[src/rtl/axis_inject_arbiter.sv]
// axis_inject_arbiter
//   Shares one router injection port among NUM_REQ AXI-Stream requesters.
//   Arbitration is packet-granular round-robin. A grant is held from the
//   first beat until the requester's tlast beat is accepted. A single
//   registered output stage drives the injection port. The whole block runs
//   in clk_noc and has no clock-domain crossings.
//
//   Build option:
//     INJECT_ARB_STATS_EN - when defined, builds saturating per-requester
//                           counters of accepted packets. When undefined,
//                           pkt_count is tied to zero and stats_clear is
//                           ignored. The port list is the same in both builds.
module axis_inject_arbiter #(
  parameter int NUM_REQ     = 4,
  parameter int TDATA_WIDTH = 32,
  parameter int TID_WIDTH   = 2,
  parameter int TDEST_WIDTH = 4,
  parameter int STAT_WIDTH  = 16
) (
  input  logic                             clk,
  input  logic                             rst_n,
  // Requester side, packed with requester i at slice i
  input  logic [NUM_REQ-1:0]               s_axis_tvalid,
  output logic [NUM_REQ-1:0]               s_axis_tready,
  input  logic [NUM_REQ*TDATA_WIDTH-1:0]   s_axis_tdata,
  input  logic [NUM_REQ-1:0]               s_axis_tlast,
  input  logic [NUM_REQ*TID_WIDTH-1:0]     s_axis_tid,
  input  logic [NUM_REQ*TDEST_WIDTH-1:0]   s_axis_tdest,
  // Router injection port
  output logic                             m_axis_tvalid,
  input  logic                             m_axis_tready,
  output logic [TDATA_WIDTH-1:0]           m_axis_tdata,
  output logic                             m_axis_tlast,
  output logic [TID_WIDTH-1:0]             m_axis_tid,
  output logic [TDEST_WIDTH-1:0]           m_axis_tdest,
  // Control and status
  input  logic [NUM_REQ-1:0]               req_enable,
  output logic                             busy,
  output logic [$clog2(NUM_REQ)-1:0]       grant_id,
  input  logic                             stats_clear,
  output logic [NUM_REQ*STAT_WIDTH-1:0]    pkt_count
);

  localparam int IDX_W = $clog2(NUM_REQ);

  localparam logic [0:0] ST_IDLE   = 1'b0;
  localparam logic [0:0] ST_LOCKED = 1'b1;

  logic [0:0] state;

  // Per-requester views of the packed input buses
  logic [TDATA_WIDTH-1:0] req_data [NUM_REQ];
  logic [TID_WIDTH-1:0]   req_tid  [NUM_REQ];
  logic [TDEST_WIDTH-1:0] req_dest [NUM_REQ];

  // Arbitration result for the IDLE cycle
  logic [NUM_REQ-1:0] eligible;
  logic               pick_valid;
  logic [IDX_W-1:0]   pick_idx;

  // Granted requester's beat and handshake
  logic                   sel_valid;
  logic                   sel_last;
  logic [TDATA_WIDTH-1:0] sel_data;
  logic [TID_WIDTH-1:0]   sel_tid;
  logic [TDEST_WIDTH-1:0] sel_dest;
  logic                   out_slot_free;
  logic                   accept;
  logic                   accept_last;

  // Unpack the requester buses into per-index arrays
  for (genvar gi = 0; gi < NUM_REQ; gi++) begin : g_unpack
    assign req_data[gi] = s_axis_tdata[gi*TDATA_WIDTH +: TDATA_WIDTH];
    assign req_tid[gi]  = s_axis_tid[gi*TID_WIDTH +: TID_WIDTH];
    assign req_dest[gi] = s_axis_tdest[gi*TDEST_WIDTH +: TDEST_WIDTH];
  end

  assign eligible = s_axis_tvalid & req_enable;

  // Round-robin pick: first eligible index searching upward from grant_id+1.
  // The loop runs from the farthest offset down to the nearest one, so the
  // nearest eligible requester is written last and wins. The last-granted
  // requester sits at offset NUM_REQ, which gives it the lowest priority.
  always_comb begin
    int cand;
    // NOTE: every signal written in always_comb gets a default first, so no path leaves it unassigned and no latch is inferred.
    cand       = 0;
    pick_valid = 1'b0;
    pick_idx   = grant_id;
    for (int k = NUM_REQ; k >= 1; k--) begin
      cand = (int'(grant_id) + k) % NUM_REQ;
      if (eligible[IDX_W'(cand)]) begin
        pick_valid = 1'b1;
        pick_idx   = IDX_W'(cand);
      end
    end
  end

  // Beat offered by the currently granted requester
  assign sel_valid = s_axis_tvalid[grant_id];
  assign sel_last  = s_axis_tlast[grant_id];
  assign sel_data  = req_data[grant_id];
  assign sel_tid   = req_tid[grant_id];
  assign sel_dest  = req_dest[grant_id];

  // The output register can take a beat when it is empty or is being drained
  assign out_slot_free = ~m_axis_tvalid | m_axis_tready;
  assign accept        = (state == ST_LOCKED) & sel_valid & out_slot_free;
  assign accept_last   = accept & sel_last;

  // Only the granted requester sees ready, and only while LOCKED
  always_comb begin
    s_axis_tready = '0;
    if (state == ST_LOCKED) begin
      s_axis_tready[grant_id] = out_slot_free;
    end
  end

  // Packet-lock FSM. The grant changes only in IDLE. In LOCKED the only exit
  // is an accepted tlast beat, so a disabled or stalled requester keeps the
  // port until its packet ends.
  always_ff @(posedge clk) begin
    // NOTE: sequential state uses non-blocking assignments so every flop samples pre-edge values and the order of blocks does not matter.
    if (!rst_n) begin
      state    <= ST_IDLE;
      grant_id <= IDX_W'(NUM_REQ - 1);
    end else begin
      case (state)
        ST_IDLE: begin
          if (pick_valid) begin
            grant_id <= pick_idx;
            state    <= ST_LOCKED;
          end
        end
        ST_LOCKED: begin
          if (accept_last) begin
            state <= ST_IDLE;
          end
        end
        default: state <= ST_IDLE;
      endcase
    end
  end

  assign busy = (state == ST_LOCKED);

  // Output stage. It loads on accept and drains when the router takes the
  // beat. It holds its contents while stalled, which keeps the stream stable.
  always_ff @(posedge clk) begin
    if (!rst_n) begin
      m_axis_tvalid <= 1'b0;
      m_axis_tdata  <= '0;
      m_axis_tlast  <= 1'b0;
      m_axis_tid    <= '0;
      m_axis_tdest  <= '0;
    end else if (accept) begin
      m_axis_tvalid <= 1'b1;
      m_axis_tdata  <= sel_data;
      m_axis_tlast  <= sel_last;
      m_axis_tid    <= sel_tid;
      m_axis_tdest  <= sel_dest;
    end else if (m_axis_tready) begin
      m_axis_tvalid <= 1'b0;
    end
  end

`ifdef INJECT_ARB_STATS_EN
  localparam logic [STAT_WIDTH-1:0] STAT_MAX = '1;

  logic [STAT_WIDTH-1:0] cnt_q [NUM_REQ];

  // Saturating accepted-packet counters. A clear takes priority over an
  // increment that lands in the same cycle.
  always_ff @(posedge clk) begin
    for (int i = 0; i < NUM_REQ; i++) begin
      // NOTE: this small register array is reset explicitly because software reads it; a RAM-style array holding only data would be left unreset.
      if (!rst_n || stats_clear) begin
        cnt_q[i] <= '0;
      end else if (accept_last && (grant_id == IDX_W'(i)) && (cnt_q[i] != STAT_MAX)) begin
        cnt_q[i] <= cnt_q[i] + STAT_WIDTH'(1);
      end
    end
  end

  for (genvar gi = 0; gi < NUM_REQ; gi++) begin : g_stat_out
    assign pkt_count[gi*STAT_WIDTH +: STAT_WIDTH] = cnt_q[gi];
  end
`else
  // The counters are not built in this configuration
  logic unused_stats_clear;
  assign unused_stats_clear = stats_clear;
  assign pkt_count          = '0;
`endif

endmodule
[config.mk]
export PLATFORM = sky130hd
export DESIGN_NAME = axis_inject_arbiter
export DESIGN_NICKNAME = d
export VERILOG_FILES = /design/src/rtl/axis_inject_arbiter.sv
export SDC_FILE = /design/constraint.sdc
export NUM_CORES = 1
export LEC_CHECK = 0
export BUFFER_PORTS_ARGS = -buffer_cell sky130_fd_sc_hd__buf_4
export CAP_MARGIN = 5
export CELL_PAD_IN_SITES_DETAIL_PLACEMENT = 1
export CELL_PAD_IN_SITES_GLOBAL_PLACEMENT = 1
export CORE_MARGIN = 4
export CORE_UTILIZATION = 26
export CTS_CLUSTER_SIZE = 8
export DETAILED_ROUTE_END_ITERATION = 10
export GPL_ROUTABILITY_DRIVEN = 0
export PLACE_DENSITY_LB_ADDON = 0.1
export SYNTH_ARGS = -nofsm -noshare
export SYNTH_HDL_FRONTEND = slang
export SYNTH_SLANG_ARGS = --single-unit
[constraint.sdc]
create_clock -name clk -period 2.3 [get_ports clk]
set_input_delay 0.115 -clock clk [delete_from_list [all_inputs] [get_ports clk]]
set_output_delay 0.115 -clock clk [all_outputs]
set_load 0.02 [all_outputs]
Yosys cells after proc, flatten, opt, wreduce, memory -nomap -nowiden

Cells that the tools add are included.

Output and inout port bits: 111
Input bits: 168
Bits in registers: 43
Logic and storage cells: 72

$add $sub $neg: 4
$lt $le $gt $ge: 7
Reduce and logical (&&, ||, !) cells: 4
Mux-type cells: 41
Bitwise gates (word level): 9

Operators by type and width:

| operator              | count |
|---|---|
| $bmux W32 S2          | 1 |
| $mux W32              | 2 |
| $mux W1               | 19 |
| $lt A2 B4 Y1 const B  | 4 |
| $bmux W1 S2           | 6 |
| $mux W2               | 6 |
| $mux W4               | 3 |
| $and A4 B4 Y4         | 2 |
| $bmux W4 S2           | 1 |
| $add A2 B1 Y2 const B | 2 |
| $add A2 B2 Y2 const B | 2 |
| $bmux W2 S2           | 1 |
| $reduce_bool A4 Y1    | 1 |
| $and A1 B1 Y1         | 3 |
| $ge A3 B3 Y1 const B  | 1 |
| $lt A2 B3 Y1 const B  | 1 |
| $not A2 Y3            | 1 |
| $reduce_and A3 Y1     | 1 |
| $demux W1 S2          | 1 |
| $ge A2 B1 Y1 const B  | 1 |
| $not A1 Y1            | 2 |
| $pmux W1 S2           | 1 |
| $reduce_bool A2 Y1    | 1 |
| $logic_and A1 B1 Y1   | 1 |
| $or A1 B1 Y1          | 1 |

Depth between registers and ports, before layout

Gate-level depths: netlist of the first run.

Depth in word-level cells: 10
Gate-level depth with buffers: 7
Mapped depth without buffers: 6

Least setup slack after synthesis of the first run

Ideal clock, no wire load.

Path type: flip-flop to flip-flop
Start point: reg grant_id[0]
End point: reg grant_id[0]
Clock period less this slack: 1892 ps
Path buffers: 1
Stages on the path, launching flop included: 8
Slack: 408 ps
Required time: 2221 ps
Arrival: 1813 ps
Setup time: 79 ps
Cell sequence: dfxtp_1 > buf_2 > inv_1 > ha_1 > a21boi_0 > o2bb2ai_1 > a31o_2 > o211ai_1

Word-level cells in the longest chain between the ends: 9
Elaborated cells between the ends (all ways): 26
Those cells by class: add/sub (4); mux (20); reduce/logical (2)

Ends and longest elaborated chain:

| what                                        | line | source |
|---|---|---|
| start: declaration                          | 39   | `output logic [$clog2(NUM_REQ)-1:0] grant_id,` |
| start signal: assignment                    | 126  | `grant_id <= IDX_W'(NUM_REQ - 1);` |
| start signal: assignment                    | 131  | `grant_id <= pick_idx;` |
| $add A2 B1 Y2                               | 91   | `cand = (int'(grant_id) + k) % NUM_REQ;` |
| $bmux W1 S2                                 | 92   | `if (eligible[IDX_W'(cand)]) begin` |
| $mux W1 (not written as such) (2 in series) | 92   |  |
| $mux W1 (4 in series)                       | 92   |  |
| $reduce_and A3 Y1 (no source line)          | --   |  |

Parallel ways exist; a longest one is shown, timed or not. The select of a mux whose other input is x is not followed.
A chain may end at the register's enable or synchronous reset.

Final worst setup path of the first run

Start point: reg grant_id[0]
End point: reg state, in the netlist busy

Word-level cells in the longest chain between the ends: 10
Elaborated cells between the ends (all ways): 30
Those cells by class: add/sub (4); mux (23); bitwise (3)

Ends and longest elaborated chain:

| what                                        | line | source |
|---|---|---|
| $add A2 B1 Y2                               | 91   |  |
| $bmux W1 S2                                 | 92   |  |
| $mux W1 (not written as such) (2 in series) | 92   |  |
| $mux W1 (4 in series)                       | 92   |  |
| $mux W1                                     | 130  | `if (pick_valid) begin` |
| $pmux W1 S2 (*)                             | 128  | `case (state)` |
| end signal: assignment                      | 125  | `state <= ST_IDLE;` |
| end signal: assignment                      | 132  | `state <= ST_LOCKED;` |
| end signal: assignment                      | 137  | `state <= ST_IDLE;` |
| end: declaration                            | 49   | `logic [0:0] state;` |

Every way passes the cells marked *; elsewhere a longest branch is shown, timed or not. The select of a mux whose other input is x is not followed.

==> Flow_metrics.wiki, run 1 <==
{| class="wikitable"
! Metric !! Value
|-
| Count of cell types in the netlist || 33
|-
| Total via count in the routed design || between 3,000 and 4,000
|-
| Final hold vios || 0
|-
| Clock H-tree levels || 2
|-
| Post-route ant nets || 0
|-
| Gate Count Post-Synth || around 340
|-
| Delay-heaviest family, CP || multiplexers
|-
| Worst ir drop on vdd || roughly 0.27 mV
|-
| Commonest register cell after synthesis || dfxtp_1
|-
| Diode insertion count for antenna repair || 0
|-
| Outcome || finished, final reports clean
|-
| Power density over cell area || approximately 610 mW/mm²
|-
| Net switching power of the design || a little over 0.001 W
|-
| Hold-fix buffers, CTS || 0
|-
| Post-Route Setup TNS || 0 ps
|-
| Number of flops mapped to enable cells by yosys || 0
|-
| Crit path time final || between 1500 and 2000 ps
|-
| IO Count || 279
|-
| Cell Int Power || 0.001957 W
|-
| Switching Fraction || 34.40%
|-
| Critical Path End Type || flip-flop
|-
| Number of global-route vias before repair || 3,314
|-
| Delay of the slowest cell on the worst path || 560 ps
|-
| Yosys Warn Count || 0
|-
| Achievable clock frequency || 573.7 MHz
|-
| All-Layer GR Usage || between 10% and 20%
|-
| Detailed Route WL || between 10,000 and 15,000 µm
|-
| R2R setup slack || 560 ps
|-
| Worst Path Class, Setup || reg -> reg
|-
| Cts bufs inserted || 5
|-
| Static leakage || around 2.3 nW
|-
| Worst clock skew || around 3.7 ps
|-
| Share of final-layout standard cells stronger than drive strength 1 || 50.37%
|-
| Pre-CTS setup slack || 557.8 ps
|-
| Synth async-reset ratio || 0%
|-
| Remaining global-route overflow || 0
|-
| Comb power frac || ~44%
|-
| Cell row count || 40
|-
| Slowest-stage cell, CP || mux4_2
|-
| Residual DRC || 0
|-
| Final worst-path cycle share || about 76%
|-
| Instance count along the most critical hold path || 2
|-
| Cell count after placement || between 700 and 800
|-
| Count of pins over their slew limit || 0
|-
| Initial antenna violation count || 0
|-
| Final core area utilization || 40.42%
|-
| Maximum number of pins on one net before global-route repair || 40
|-
| Core area || 0.01211 mm²
|-
| Post-synthesis average cell area || between 9 and 10 µm²
|-
| Post-route worst setup slack || approximately 560 ps
|-
| Unrepaired setup endpoints after global routing || no
|-
| Area enclosed by the die boundary || about 0.014 mm²
|-
| Layout overhead on the synthesized area || 51.49%
|-
| Root buffer selected by CTS || clkbuf_16
|-
| Crit-path max FO || 39
|-
| CP Launch Type || flip-flop
|-
| CP arrival || 1970 ps
|-
| Worst-case hold slack || ~60 ps
|-
| I/O Buffers || around 210
|-
| Worst R2R Start || grant_id[0]
|-
| Clock tree from TritonCTS || yes
|-
| Final cell count without fillers || 714
|-
| #FFs+latches synth || 43
|-
| Horizontal die dimension || between 100 and 150 µm
|-
| Crit Reg-Reg Endpoint || busy
|-
| Bufs and invs on worst path || 0
|-
| Clk sinks || 43
|-
| Starting density of the core || 26.68%
|-
| Top-count cell post-synth || nand2_1
|-
| Hold Startpoint || rst_n
|-
| Post-CTS Setup Bufs || 0
|-
| CP startpoint || grant_id[0]
|-
| Drt initial violations || 78
|-
| Post-DP HPWL || about 10000 µm
|-
| Number of gates resized after CTS || 0
|-
| Maximum buffer depth of the clock tree || 2
|-
| Clock power frac || roughly 26%
|-
| Share of Yosys cell area claimed by the top area cell type || roughly 28%
|-
| Clock latency at the later pin of the worst-skew pair || around 280 ps
|-
| Number of nets in the layout || around 700
|-
| Reported max-cap violation count || 0
|-
| Cell Chain, Critical Path || mux4_2 > and3_4 > nand2_1 > o311a_1
|-
| Wire length of the first global-routing pass || 17,880 µm
|-
| Netlist area before placement || 0.003232 mm²
|-
| First-pass detailed-route iteration total || 4
|-
| Sequential fraction of design power || between 30% and 40%
|-
| Reg2reg path depth || 4
|-
| Average wire per standard cell || 16.78 µm
|-
| Dominant cells by area after synthesis || mux4_2, dfxtp_1, buf_4
|-
| Via count normalized by instance count || approximately 4.5
|-
| Final setup violation count || 0
|-
| Top post-synthesis cells by count || nand2_1, buf_4, a21oi_1, dfxtp_1, mux4_2
|-
| Worst min-delay path class || in -> reg
|-
| Clock transition at the registers of the reported paths || ~60 ps
|-
| Hold path endpoint || grant_id[0]
|-
| Required time of the critical path || around 2500 ps
|-
| Die Y-Extent || roughly 120 µm
|-
| Area leader, netlist || mux4_2
|-
| Sequential fraction of the synthesis area || about a quarter
|}
==> worst reg2reg max path, stage by stage, from the launching register on <==
cell and delay, ps:
dfxtp_4 440, mux4_2 570, and3_4 350, nand2_1 160, o311a_1 160
==> worst max-delay path by stage <==
stage,end,slack [ps],cells past startpoint
final,busy,560,4
after global routing,busy,460,4
after CTS,busy,540,4
after detailed placement,busy,560,4
after global placement,busy,570,4
after floorplan,grant_id[0],410,7
==> final cells by class <==
type,instances,area (µm²)
Multi-Input combinational cell,271,1973
Inverter,3,11.26
Clock buffer,6,150.1
Timing Repair Buffer,221,1672
Sequential cell,43,865.8
Fill cell,1465,7216
Tap cell,168,210.2
Clock inverter,2,13.76
==> power groups by stage <==
stage / Sequential (W) / Combinational [W] / Clock (W)
final: 0.000899 / 0.00132 / 0.000761
after global routing: 0.000913 / 0.00144 / 0.000823
after CTS: 0.000901 / 0.00134 / 0.000788
after detailed placement: 0.000918 / 0.00134 / 0
after global placement: 0.000914 / 0.00133 / 0
after floorplan: 0.000991 / 0.000832 / 0
==> layout by cell type, fill, tap and decap left out, drive strengths merged, types with 2 or more instances in the layout <==
master	netlist	routed
a21boi	3	3
a21oi	43	43
a31o	2	2
and3	5	5
buf	79	221
clkbuf	8	6
clkinv	0	2
conb	1	64
dfxtp	43	43
ha	4	4
inv	3	3
mux4	40	40
nand2	86	86
nand3	4	4
o21ai	4	4
o2bb2ai	2	2
==> flip-flops by register name (all words and copies together), names as in the netlist <==
name           flops
m_axis_tlast       1
m_axis_tid         2
m_axis_tdest       4
grant_id           2
m_axis_tvalid      1
m_axis_tdata      32
busy               1
==> cell families after synthesis <==
family | synth area share (%)
simple gates | 12.81
buf+inv | 19.63
compound gates | 11.38
flops | 26.64
mux | 27.87
fa+ha+maj | 1.549
other cells | 0.1160
==> stage by stage <==
| stage | cell area [µm²] | power [W] |
|---|---|---|
| final | 4896 | 0.002983 |
| after global routing | 4896 | 0.003172 |
| after CTS | 4896 | 0.003033 |
| after detailed placement | 4732 | 0.002253 |
| after global placement | 4732 | 0.002241 |
| after floorplan | 3468 | 0.001823 |
==> metal layers <==
metal  share of wire [%]  GRT usage (%)  vias up
met2                  53          29.06      149
met1                  38          18.40     1543
met4                0.93          3.078        0
met3                 7.5          4.053        8
met5                   0              0        -
li1                    -              -     1495
No activity file was read; power rests on OpenSTA's default activity.
==> run 2, diff against run 1 <==
==> constraint.sdc (replaced) <==
create_clock -name clk -period 1.77 [get_ports clk]
set_input_delay 0.0885 -clock clk [delete_from_list [all_inputs] [get_ports clk]]
set_output_delay 0.0885 -clock clk [all_outputs]
set_load 0.02 [all_outputs]
==> Flow_metrics.wiki, run 2 (synthesis results as in run 1) <==
{| class="wikitable"
! Metric !! Value
|-
| Outcome || finished, final reports clean
|-
| Achievable clock frequency || 613.2 MHz (+6.9%)
|-
| Post-Route Setup TNS || 0 ps (unchanged)
|-
| Starting density of the core || 26.68% (unchanged)
|-
| Initial antenna violation count || 0 (unchanged)
|-
| Delay of the slowest cell on the worst path || 590 ps (+30 ps)
|-
| Crit path time final || 1631 ps (-112.3 ps)
|-
| Residual DRC || 0 (unchanged)
|-
| Switching Fraction || 34.67% (+0.27 points)
|-
| Static leakage || 2.327 nW (+0.76%)
|-
| Power density over cell area || 773.1 mW/mm² (+27%)
|-
| Worst Path Class, Setup || reg -> reg
|-
| Count of pins over their slew limit || 0 (unchanged)
|-
| Most frequent cells in the layout || buf_4, nand2_1, conb_1, a21oi_1, dfxtp_1
|-
| Remaining global-route overflow || 0 (unchanged)
|-
| Maximum buffer depth of the clock tree || 2 (unchanged)
|-
| Sequential fraction of design power || 30.2% (about the same)
|-
| Pre-CTS setup slack || 41.51 ps (-516.3 ps)
|-
| Multi-input gate area || 0.001984 mm² (+0.57%)
|-
| Share of final-layout standard cells stronger than drive strength 1 || 50.46% (+0.089 points)
|-
| Root buffer selected by CTS || clkbuf_16
|-
| Final setup violation count || 0 (unchanged)
|-
| Horizontal die dimension || 119.5 µm (unchanged)
|-
| Fraction of met1 tracks used by global routing || 17.30% (-1.1 points)
|-
| Number of fillers in the final layout || 1,457 (-0.55%)
|-
| Cts bufs inserted || 5 (unchanged)
|-
| Post-DP HPWL || 9696 µm (-1.7%)
|-
| Diode insertion count for antenna repair || 0 (unchanged)
|-
| Area enclosed by the die boundary || 0.01428 mm² (unchanged)
|-
| Core area || 0.01211 mm² (unchanged)
|-
| Most common cell after layout, fill and taps aside || buf_4
|-
| I/O Buffers || 213 (unchanged)
|-
| Met2 usage || 30.37% (+1.3 points)
|-
| Placed Instance Area || 0.004772 mm² (+0.85%)
|-
| Required time of the critical path || 1980 ps (-550 ps)
|-
| Crit-path max FO || 18 (-54%)
|-
| Layout overhead on the synthesized area || 52.46%
|-
| IO Count || 279 (unchanged)
|-
| Drt initial violations || 87 (+12%)
|-
| CP arrival || 1840 ps (-130 ps)
|-
| Hold-fix buffers, CTS || 0 (unchanged)
|-
| Post-route ant nets || 0 (unchanged)
|-
| Flip-flop count of the largest register after layout || 32 (unchanged)
|-
| Post-route worst setup slack || 139.3 ps (-417.7 ps)
|-
| Maximum number of pins on one net before global-route repair || 40 (unchanged)
|-
| Unrepaired setup endpoints after global routing || no
|-
| CP Launch Type || flip-flop
|-
| Via count normalized by instance count || 4.453 (-0.48%)
|-
| Bufs and invs on worst path || 1 (+1)
|-
| Clock transition at the registers of the reported paths || 60 ps (about the same)
|-
| Clock power frac || 23.1% (-2.4 points)
|-
| Worst clock skew || 2.520 ps (-1.208 ps)
|-
| Wire length of the first global-routing pass || 18,180 µm (+1.7%)
|-
| Net switching power of the design || 0.001321 W (+29%)
|-
| Clock tree from TritonCTS || yes
|-
| Cell Chain, Critical Path || mux4_2 > nand3_2 > buf_6 > nand2_1 > a21oi_1
|-
| Post-route design area || 0.004927 mm² (+0.64%)
|-
| Final hold vios || 0 (unchanged)
|-
| Number of global-route vias before repair || 3,455 (+4.3%)
|-
| Number of nets in the layout || 720 (+0.42%)
|-
| Global route hottest layer || met2
|-
| Die Y-Extent || 119.5 µm (unchanged)
|-
| Clock latency at the later pin of the worst-skew pair || 280 ps (about the same)
|-
| Clock H-tree levels || 2 (unchanged)
|-
| Cell Int Power || 0.002488 W (+27%)
|-
| Delay-heaviest family, CP || multiplexers
|-
| Final worst-path cycle share || 92.13% (+16 points)
|-
| Worst ir drop on vdd || 0.3389 mV (+26%)
|-
| Top register by number of flip-flops || m_axis_tdata
|-
| Worst min-delay path class || in -> reg
|-
| Largest registers || m_axis_tdata: 32 flops, m_axis_tdest: 4 flops
|-
| Total via count in the routed design || 3,193 (-0.063%)
|-
| Cell row count || 40 (unchanged)
|-
| All-Layer GR Usage || 15.76% (+0.018 points)
|-
| Detailed Route WL || 12,040 µm (+0.53%)
|-
| Sequential cell area in the final layout || 865.8 µm² (unchanged)
|-
| Comb power frac || 46.7% (+2.3 points)
|-
| Reported max-cap violation count || 0 (unchanged)
|-
| First-pass detailed-route iteration total || 4 (unchanged)
|-
| Total design power || 0.003809 W (+28%)
|-
| Critical Path End Type || flip-flop
|-
| Final core area utilization || 40.68% (+0.26 points)
|-
| Average wire per standard cell || 16.79 µm (+0.11%)
|-
| Slowest-stage cell, CP || mux4_2
|-
| Met3 Usage GRT || 3.911% (-0.14 points)
|-
| Clk sinks || 43 (unchanged)
|}
run 2: cell types whose count changed in the layout (fill, tap and decap cells not counted):
| cell | delta |
|---|---|
| buf_12 | +2 |
| o311ai_1 | +1 |
| clkbuf_1 | +1 |
| clkbuf_16 | -1 |
| o311ai_0 | -1 |
| clkinv_4 | -1 |
| and3_4 | +1 |
| buf_6 | +1 |
| buf_4 | -1 |
| inv_4 | +1 |
run 2: area by class of cell:
| cell class | count | area share [%] |
|---|---|---|
| multi-input combinational | 272 | 40.27 |
| timing repair buffer | 223 | 34.81 |
| sequential | 43 | 17.57 |
| tap | 168 | 4.266 |
| clock buffer | 6 | 2.616 |
| clock inverter | 2 | 0.2285 |
| inverter | 3 | 0.2285 |
run 2: final timing paths:
kind | startpoint | depth (start not counted) | end | slack (ps)
worst min register to register | m_axis_tid[1] | 2 | m_axis_tid[1] | 450
worst min-delay path | rst_n | 2 | grant_id[0] | 60
worst max-delay path | grant_id[0] | 5 | m_axis_tdata[7] | 140
worst max register to register | grant_id[0] | 5 | m_axis_tdata[7] | 140
run 2: metrics by stage:
step / hold WS, ps / instances
final: 56.57 / 717
after global routing: 65.18 / 717
after CTS: 52.96 / 716
after detailed placement: 350.8 / 708
after global placement: 349.4 / 708
after floorplan: 177.2 / 404
run 2: routing by layer:
metal | wire length [µm] | share of wire (%)
met3 | 943 | 7.8
met1 | 4490 | 37
met5 | 0 | 0
met2 | 6466 | 54
met4 | 142 | 1.2
run 2: power by group through the flow:
stage                     combinational, W  clock [W]  sequential [W]
after global routing               0.00193   0.000962         0.00117
after floorplan                    0.00108          0         0.00129
final                              0.00178   0.000880         0.00115
after CTS                          0.00179   0.000925         0.00115
after detailed placement           0.00179          0         0.00117
after global placement             0.00177          0         0.00116
run 2: timing repair:
action | 4_1_cts | 5_1_grt
endpoints found under the setup margin | 0 | 4
gates resized for setup | 0 | 3
buffers inserted | 0 | 0
